`src/rtl/tick_monitor.sv`:
```
// Tick-interval monitor: measures the spacing of a one-cycle tick stream, recovers
// the power-of-two divide exponent, declares lock on a stable rate and flags errors.
module tick_monitor #(
    parameter int unsigned CLK_DIV_SIZE = 3,
    parameter int unsigned LOCK_COUNT   = 4,
    localparam int unsigned PW          = 2 ** CLK_DIV_SIZE
) (
    input  logic                    clk,
    input  logic                    rst,
    input  logic                    tick_in,
    input  logic                    clr_err,
    output logic [PW-1:0]           period,
    output logic                    period_valid,
    output logic [CLK_DIV_SIZE-1:0] div_out,
    output logic                    locked,
    output logic                    err
);

    localparam int unsigned MAXP = 2 ** (PW - 1);
    localparam int unsigned MW   = 4;

    typedef enum logic [1:0] {
        IDLE    = 2'd0,
        MEASURE = 2'd1,
        LOCKED  = 2'd2
    } state_t;

    state_t                  state;
    state_t                  state_nx;
    logic [PW-1:0]           cnt;
    logic [PW-1:0]           cnt_nx;
    logic [PW-1:0]           cand;
    logic [PW-1:0]           cand_nx;
    logic [MW-1:0]           match;
    logic [MW-1:0]           match_nx;
    logic [MW-1:0]           match_meas;
    logic [PW-1:0]           period_nx;
    logic                    period_valid_nx;
    logic [CLK_DIV_SIZE-1:0] div_nx;
    logic                    locked_nx;
    logic                    err_nx;
    logic                    err_set;
    logic [PW-1:0]           m;
    logic                    m_legal;
    logic                    m_same;
    logic                    timeout;
    logic [CLK_DIV_SIZE-1:0] m_log;

    // Measurement decode shared by all states
    always_comb begin
        m       = cnt + PW'(1);
        m_legal = (m != '0) && ((m & (m - PW'(1))) == '0) && (m <= PW'(MAXP));
        m_same  = (m == cand);
        timeout = (cnt == PW'(MAXP));
        m_log   = '0;
        for (int unsigned i = 0; i < PW; i++) begin
            if (m[CLK_DIV_SIZE'(i)]) begin
                m_log = CLK_DIV_SIZE'(i);
            end
        end
        if (!m_legal) begin
            match_meas = '0;
        end else if (m_same) begin
            match_meas = match + MW'(1);
        end else begin
            match_meas = MW'(1);
        end
    end

    // State register
    always_ff @(posedge clk or posedge rst) begin
        if (rst) begin
            state <= IDLE;
        end else begin
            state <= state_nx;
        end
    end

    // Next-state logic
    always_comb begin
        state_nx = state;
        case (state)
            IDLE: begin
                if (tick_in) state_nx = MEASURE;
            end
            MEASURE: begin
                if (tick_in) begin
                    if (match_meas == MW'(LOCK_COUNT)) state_nx = LOCKED;
                end else if (timeout) begin
                    state_nx = IDLE;
                end
            end
            LOCKED: begin
                if (tick_in) begin
                    if (!m_same) state_nx = MEASURE;
                end else if (timeout) begin
                    state_nx = IDLE;
                end
            end
            default: state_nx = IDLE;
        endcase
    end

    // Datapath and output next values
    always_comb begin
        cnt_nx          = cnt;
        cand_nx         = cand;
        match_nx        = match;
        period_nx       = period;
        period_valid_nx = 1'b0;
        div_nx          = div_out;
        locked_nx       = locked;
        err_set         = 1'b0;
        if (state == IDLE) begin
            if (tick_in) cnt_nx = '0;
        end else if (tick_in) begin
            period_nx       = m;
            period_valid_nx = 1'b1;
            cnt_nx          = '0;
            // A repeat of the locked period leaves everything untouched
            if (state == MEASURE || !m_same) begin
                match_nx = match_meas;
                if (m_legal && !m_same) cand_nx = m;
            end
            if (state == LOCKED && !m_same) begin
                err_set   = 1'b1;
                locked_nx = 1'b0;
            end
            if (state == MEASURE && match_meas == MW'(LOCK_COUNT)) begin
                div_nx    = m_log;
                locked_nx = 1'b1;
            end
        end else if (timeout) begin
            err_set   = 1'b1;
            locked_nx = 1'b0;
            match_nx  = '0;
        end else begin
            cnt_nx = cnt + PW'(1);
        end
        // A new error event overrides a simultaneous clear
        if (err_set) begin
            err_nx = 1'b1;
        end else if (clr_err) begin
            err_nx = 1'b0;
        end else begin
            err_nx = err;
        end
    end

    always_ff @(posedge clk or posedge rst) begin
        if (rst) begin
            cnt          <= '0;
            cand         <= '0;
            match        <= '0;
            period       <= '0;
            period_valid <= 1'b0;
            div_out      <= '0;
            locked       <= 1'b0;
            err          <= 1'b0;
        end else begin
            cnt          <= cnt_nx;
            cand         <= cand_nx;
            match        <= match_nx;
            period       <= period_nx;
            period_valid <= period_valid_nx;
            div_out      <= div_nx;
            locked       <= locked_nx;
            err          <= err_nx;
        end
    end

endmodule

```
`config.mk`:
```
export PLATFORM = sky130hd
export DESIGN_NAME = tick_monitor
export DESIGN_NICKNAME = d
export VERILOG_FILES = /design/src/rtl/tick_monitor.sv
export SDC_FILE = /design/constraint.sdc
export NUM_CORES = 1
export LEC_CHECK = 0
export ABC_CLOCK_PERIOD_IN_PS = 3700
export CAP_MARGIN = 10
export CORE_MARGIN = 4
export CORE_UTILIZATION = 45
export DETAILED_ROUTE_END_ITERATION = 7
export PLACE_DENSITY_LB_ADDON = 0.12
export SYNTH_ARGS = -nofsm -noshare
export SYNTH_HDL_FRONTEND = slang
export SYNTH_SLANG_ARGS = --single-unit
```
`constraint.sdc`:
```
create_clock -name clk -period 3.7 [get_ports clk]
set_input_delay 0.37 -clock clk [delete_from_list [all_inputs] [get_ports clk]]
set_output_delay 0.37 -clock clk [all_outputs]
set_load 0.02 [all_outputs]
```
==> metrics.csv, run 1 <==
stage;metric;value;unit
outcome;outcome;finished, final reports clean;
yosys;Seq/Total Area, Yosys;38.9;%
clocking;worst skew pair latency;0.29;ns
clocking;clock slew seen by the registers of the worst setup and hold paths;0.07;ns
clocking;post-CTS setup buffer count;0;
placement;Placer Congestion;0.889;
sta;fin worst setup slack;0.441;ns
sta;Rel. slew slack;56.9;%
drt;met3 wire length;224;um
sta;Final Hold Fails;0;
floorplanning;Core Box Area;4850;um^2
critical_path;Crit Path Category;reg -> reg;
cells_and_area;share of layout cells above drive strength 1;13.1;%
clocking;H-tree depth;2;
drt;Antenna Nets Post-Route;0;
cells_and_area;n_diodes;0;
placement;Post-Place Setup Slack;0.532;ns
cells_and_area;most common cell after layout, fill and taps aside;dfrtp_1;
critical_path;Cell Chain, Critical Path;ha_1 > nand3_2 > o21ai_0 > a221oi_1 > nor4_2 > o21ai_2 > and4bb_2 > mux2_2;
critical_path;Arr. time, crit path;3.43;ns
critical_path;Worst Path Required;3.87;ns
global_routing;Tot GR Track Use;18.0;%
critical_path;Critical Path Max Stage Delay;0.55;ns
clocking;clock sink count;36;
floorplanning;I/O Pins;18;
yosys;Yosys warning total;0;
yosys;Mapped Nets;262;
clocking;CTS resizes;0;
yosys;syn avg cell area;9.14;um^2
floorplanning;Die W;79.7;um
global_routing;antenna violations before repair;0;
floorplanning;area of the die;6350;um^2
cells_and_area;most frequent cells in the layout;36 x dfrtp_1, 26 x nand2_1, 23 x o21ai_0;
cells_and_area;fin util;53.8;%
worst_hold_path;type of the tightest min-delay check;reg -> reg;
drt;Wirelength per Cell;15.6;um
power;Overall Power;0.000976;W
global_routing;vias in the first global route;1710;
drt;DR vias;1848;
clocking;Longest Clk Path Bufs;2;
clocking;TritonCTS clock tree;done;
clocking;clock buffer count from CTS;5;
yosys;Post-synth EDFFs;0;
floorplanning;Die Height;79.7;um
critical_path;Worst R2R Start;cnt[0];
cells_and_area;Syn-to-layout area delta;12.8;%
placement;detailed placement HPWL;3.72;mm
sta;Worst-Margin Slew;0.647;ns
floorplanning;Initial Utilization;47.7;%
worst_hold_path;hold depth;2;
critical_path;worst-path fanout max;11;
sta;Setup Viol. Count Final;0;
run;max_cap viols;0;
sta;clk_skew;0.00691;ns
drt;drc violations;0;
critical_path;CP Launch Type;register;
drt;Max Used Layer;met4;
yosys;fraction of registers with async set/reset;100;%
floorplanning;row count;25;
power;Power Dens Cells;374;nW/um^2
yosys;Yosys cell types;58;
yosys;Post-Syn Area;2310;um^2
global_routing;largest net degree at the start of global routing;37;
sta;Min Hold Slack;0.476;ns
cells_and_area;# nets final;277;
critical_path;R2R depth;8;
yosys;Yosys reg bits;36;
sta;Slew Viols, Final;0;
sta;setup TNS;0;ns
drt;Initial DRC Count;87;
critical_path;Crit path max-delay family;simple AND/OR/NAND/NOR gates;
drt;WL final;5.22;mm
critical_path;Worst R2R End;div_out[0];
drt;First-pass DRT Iterations;4;
drt;routed vias/inst;5.52;
drt;M1 WL;2.71;mm
yosys;Gate Count Post-Synth;253;
clocking;root buffer cell;clkbuf_8;
worst_hold_path;Worst Hold End;period[3];
yosys;top_reg_cell synth;dfrtp_1;
global_routing;global-route wire length before repair;8.78;mm
clocking;Post-CTS Hold Buffers;0;
sta;minimum clock period;3.26;ns
sta;fmax;307;MHz
sta;Final Cycle Share;88.1;%
drt;DR WL met2;2.22;mm
critical_path;critical path's slowest cell;dfrtp_1;
critical_path;Crit. End Element;register;
critical_path;Crit path buffers/inverters;0;
global_routing;grt total ovfl;0;
sta;RSZ-0062 raised after global routing;no;
critical_path;r2r setup slk;0.44;ns
placement;port bufs;17;
worst_hold_path;hold_sp;period[3];
power;Lkg Pwr;1.12;nW
power;maximum VDD drop;0.171;mV
[cell usage after synthesis, types with 2 or more instances]
| cell type | instances | share of area (%) |
|---|---|---|
| and3_1 | 2 | 0.54 |
| clkbuf_1 | 7 | 1.1 |
| a21oi_1 | 15 | 3.2 |
| mux2_2 | 7 | 3.4 |
| ha_1 | 5 | 2.7 |
| nor4_1 | 3 | 0.81 |
| dfrtp_1 | 36 | 39 |
| o31ai_1 | 2 | 0.65 |
| nor3b_1 | 3 | 0.97 |
| o21ai_0 | 23 | 5.0 |
| nor4_2 | 2 | 1.1 |
| nand3_1 | 3 | 0.65 |
| buf_6 | 2 | 0.97 |
| o21a_1 | 2 | 0.65 |
| buf_2 | 4 | 0.87 |
| nor2_1 | 17 | 2.8 |
| a211oi_1 | 4 | 1.3 |
| nand4_1 | 4 | 1.1 |
| nand2b_1 | 3 | 0.81 |
| and2_1 | 3 | 0.81 |
| nand2_1 | 26 | 4.2 |
| nor3_1 | 5 | 1.1 |
| xnor2_1 | 13 | 4.9 |
| or3_1 | 4 | 1.1 |
| o22ai_1 | 4 | 1.1 |
| a31o_2 | 3 | 1.1 |
| nor2b_1 | 3 | 0.81 |
| inv_1 | 10 | 1.6 |
| xor2_1 | 7 | 2.7 |
| a21o_1 | 3 | 0.97 |
[logic make-up (layout without fill, tap and decap cells)]
kind of cell | after synthesis | count (layout) | synth area share (%)
flops | 36 | 36 | 38.9
xor+xnor | 21 | 21 | 8.28
buf+inv | 25 | 40 | 5.08
fa+ha+maj | 5 | 5 | 2.70
compound gates | 69 | 69 | 18.8
simple gates | 90 | 90 | 22.8
mux | 7 | 7 | 3.41
[through the flow]
stage	area [um^2]	instances
after floorplan	2310	253
after global placement	2530	328
after detailed placement	2530	328
after CTS	2610	335
after global routing	2610	335
final	2610	335
[worst reg2reg max path: stages (launching register included)]
cell      delay (ns)
dfrtp_1         0.55
ha_1            0.44
nand3_2         0.22
o21ai_0         0.43
a221oi_1        0.17
nor4_2          0.44
o21ai_2         0.17
and4bb_2        0.39
mux2_2          0.34
[how the worst max path moves through the flow]
| stage | startpoint | endpoint | slack [ns] | depth (start not counted) |
|---|---|---|---|---|
| floorplan | cnt[0] | div_out[0] | 0.93 | 8 |
| global placement | cnt[0] | div_out[1] | 0.61 | 8 |
| detailed placement | cnt[0] | div_out[2] | 0.53 | 8 |
| CTS | cnt[0] | div_out[0] | 0.47 | 8 |
| global route | cnt[0] | cand[0] | 0.22 | 8 |
| finish | cnt[0] | div_out[0] | 0.44 | 8 |
[where the power goes]
| group | internal [W] | switching (W) | total [W] |
|---|---|---|---|
| Clock | 0.000128 | 0.000137 | 0.000265 |
| Sequential | 0.000422 | 0.0000296 | 0.000451 |
| Combinational | 0.000123 | 0.000137 | 0.000260 |
| Total | 0.000673 | 0.000304 | 0.000976 |
[state kept, by name, summed over array words and instances (netlist names)]
name          cells
period_valid      1
locked            1
err               1
state             2
cand              8
period            8
cnt               8
div_out           3
match             4
[metal layers]
| layer | global-route usage [%] | vias to the layer above |
|---|---|---|
| met4 | 5.67 | 0 |
| met3 | 4.18 | 5 |
| met1 | 26.8 | 866 |
| met2 | 25.7 | 42 |
| met5 | 0 | - |
| li1 | - | 935 |
[layout make-up]
type,count,area [um^2]
fill,454,2240
multi-input combinational,192,1290
sequential,36,901
timing repair buffer,23,215
tap,67,83.8
clock buffer,6,72.6
inverter,10,37.5
clock inverter,1,5.00
Power figures use the tool's default switching activity.
==> run 2, diff against run 1 <==
Settings changed: SLEW_MARGIN set to 10.
==> results of run 2 <==
Same layout as run 1: the final DEF is identical, and so are final timing and power.
==> run 3, diff against run 2 <==
Settings changed: CORE_UTILIZATION 45 to 28, CTS_CLUSTER_DIAMETER set to 40.
==> run 3 against run 2 <==
  * Clock power increased by 9.1%
  * Clock skew about the same
  * Die area increased by 54%
  * Sequential share of layout area decreased by 0.79 points
  * Non-clock buffer count increased by 1
  * Core utilization decreased by 20 points
  * First-iteration DRC count increased by 16%
  * Setup slack got worse by 0.064 ns
  * Sequential power about the same
  * Global-route usage decreased by 5.7 points
  * Critical path type unchanged
  * Largest power group unchanged
==> metrics.csv, run 3 (synthesis gave the netlist of run 1 again) <==
stage;metric;value;unit
outcome;outcome;finished, final reports clean;
worst_hold_path;type of the tightest min-delay check;reg -> reg;
critical_path;Crit. End Element;register;
run;max_cap viols;0;
global_routing;grt total ovfl;0;
critical_path;Crit path max-delay family;simple AND/OR/NAND/NOR gates;
clocking;clock sink count;36;
clocking;clock slew seen by the registers of the worst setup and hold paths;0.08;ns
global_routing;global-route wire length before repair;9.52;mm
sta;clk_skew;0.00672;ns
critical_path;CP Launch Type;register;
clocking;Longest Clk Path Bufs;2;
sta;minimum clock period;3.32;ns
cells_and_area;biggest regs;cand x8, cnt x8, period x8;
drt;DR vias;1838;
sta;Final Hold Fails;0;
drt;First-pass DRT Iterations;4;
sta;fmax;301;MHz
power;maximum VDD drop;0.142;mV
clocking;clock buffer count from CTS;5;
cells_and_area;most common cell after layout, fill and taps aside;dfrtp_1;
cells_and_area;# fillers;825;
cells_and_area;Syn-to-layout area delta;15.5;%
clocking;post-CTS setup buffer count;0;
global_routing;vias in the first global route;1751;
critical_path;critical path's slowest cell;dfrtp_1;
drt;Antenna Nets Post-Route;0;
clocking;root buffer cell;clkbuf_8;
clocking;Post-CTS Hold Buffers;0;
critical_path;Crit Path Category;reg -> reg;
cells_and_area;n_diodes;0;
drt;routed vias/inst;4.94;
clocking;CTS resizes;0;
critical_path;Worst Path Required;3.88;ns
power;Overall Power;0.00100;W
floorplanning;Initial Utilization;29.3;%
floorplanning;row count;32;
clocking;TritonCTS clock tree;done;
floorplanning;Core Box Area;7890;um^2
clocking;H-tree depth;2;
critical_path;Cell Chain, Critical Path;ha_1 > nand3_2 > o21ai_0 > o2111ai_1 > nor3b_1 > o21ai_2 > and4bb_2 > mux2_2;
floorplanning;Die Height;98.9;um
power;Power Dens Cells;374;nW/um^2
cells_and_area;# nets final;278;
power;Lkg Pwr;1.13;nW
critical_path;Arr. time, crit path;3.51;ns
placement;detailed placement HPWL;4.25;mm
sta;Min Hold Slack;0.478;ns
sta;Setup Viol. Count Final;0;
global_routing;largest net degree at the start of global routing;37;
critical_path;Critical Path Max Stage Delay;0.55;ns
sta;setup TNS;0;ns
sta;Slew Viols, Final;0;
drt;WL final;5.77;mm
drt;Wirelength per Cell;15.5;um
sta;Worst-Margin Slew;0.617;ns
placement;port bufs;17;
global_routing;antenna violations before repair;0;
floorplanning;Die W;98.9;um
drt;Initial DRC Count;101;
drt;drc violations;0;
cells_and_area;most frequent cells in the layout;36 x dfrtp_1, 26 x nand2_1, 23 x o21ai_0;
clocking;worst skew pair latency;0.29;ns
placement;Placer Congestion;0.928;
global_routing;Tot GR Track Use;12.3;%
critical_path;Crit path buffers/inverters;0;
critical_path;worst-path fanout max;11;
floorplanning;area of the die;9780;um^2
sta;Rel. slew slack;58.7;%
floorplanning;I/O Pins;18;
cells_and_area;share of layout cells above drive strength 1;14.1;%
sta;Final Cycle Share;89.8;%
sta;RSZ-0062 raised after global routing;no;
run 3: path summary, 6_finish.rpt:
kind | from | slack [ns] | cells past startpoint | end
setup reg to reg | cnt[0] | 0.38 | 8 | div_out[0]
hold reg to reg | period[3] | 0.48 | 2 | period[3]
min in group asynchronous | rst | 0.49 | 3 | locked
setup / recovery | cnt[0] | 0.38 | 8 | div_out[0]
max in group asynchronous | rst | 2.87 | 3 | period[0]
hold / removal | period[3] | 0.48 | 2 | period[3]
run 3: layout make-up:
class	instances	area, um^2	area share, %
clock inverters	3	18.8	0.703
clock buffers	5	68.8	2.58
well taps	102	128	4.78
inverters	10	37.5	1.41
multi-input cells	192	1290	48.5
repair buffers	24	223	8.34
flip-flops and latches	36	901	33.7
run 3: where the power goes:
part           total (W)  switching (W)  internal, W
clock           0.000289       0.000158     0.000131
combinational   0.000261       0.000138     0.000123
sequential      0.000449      0.0000279     0.000421
run 3: layer usage:
| metal | share of wire (%) | GRT usage [%] |
|---|---|---|
| met3 | 3.7 | 2.41 |
| met1 | 51 | 17.5 |
| met4 | 2.0 | 4.41 |
| met2 | 43 | 18.5 |
| met5 | 0 | 0 |
run 3: per-stage QoR:
stage                     worst slack [ns]  area, um^2  util, %  cells
after CTS                            0.401        2670     33.9    372
after detailed placement             0.392        2580     32.8    364
final                                0.377        2670     33.9    372
after floorplan                      0.926        2310        -    253
after global placement               0.549        2580     32.8    364
after global routing                0.0580        2670     33.9    372
run 3: tightest hold or removal path, cell delays in order, from the launching register on:
cell and delay, ns:
dfrtp_1 0.35, nand2_1 0.04, o21ai_0 0.05
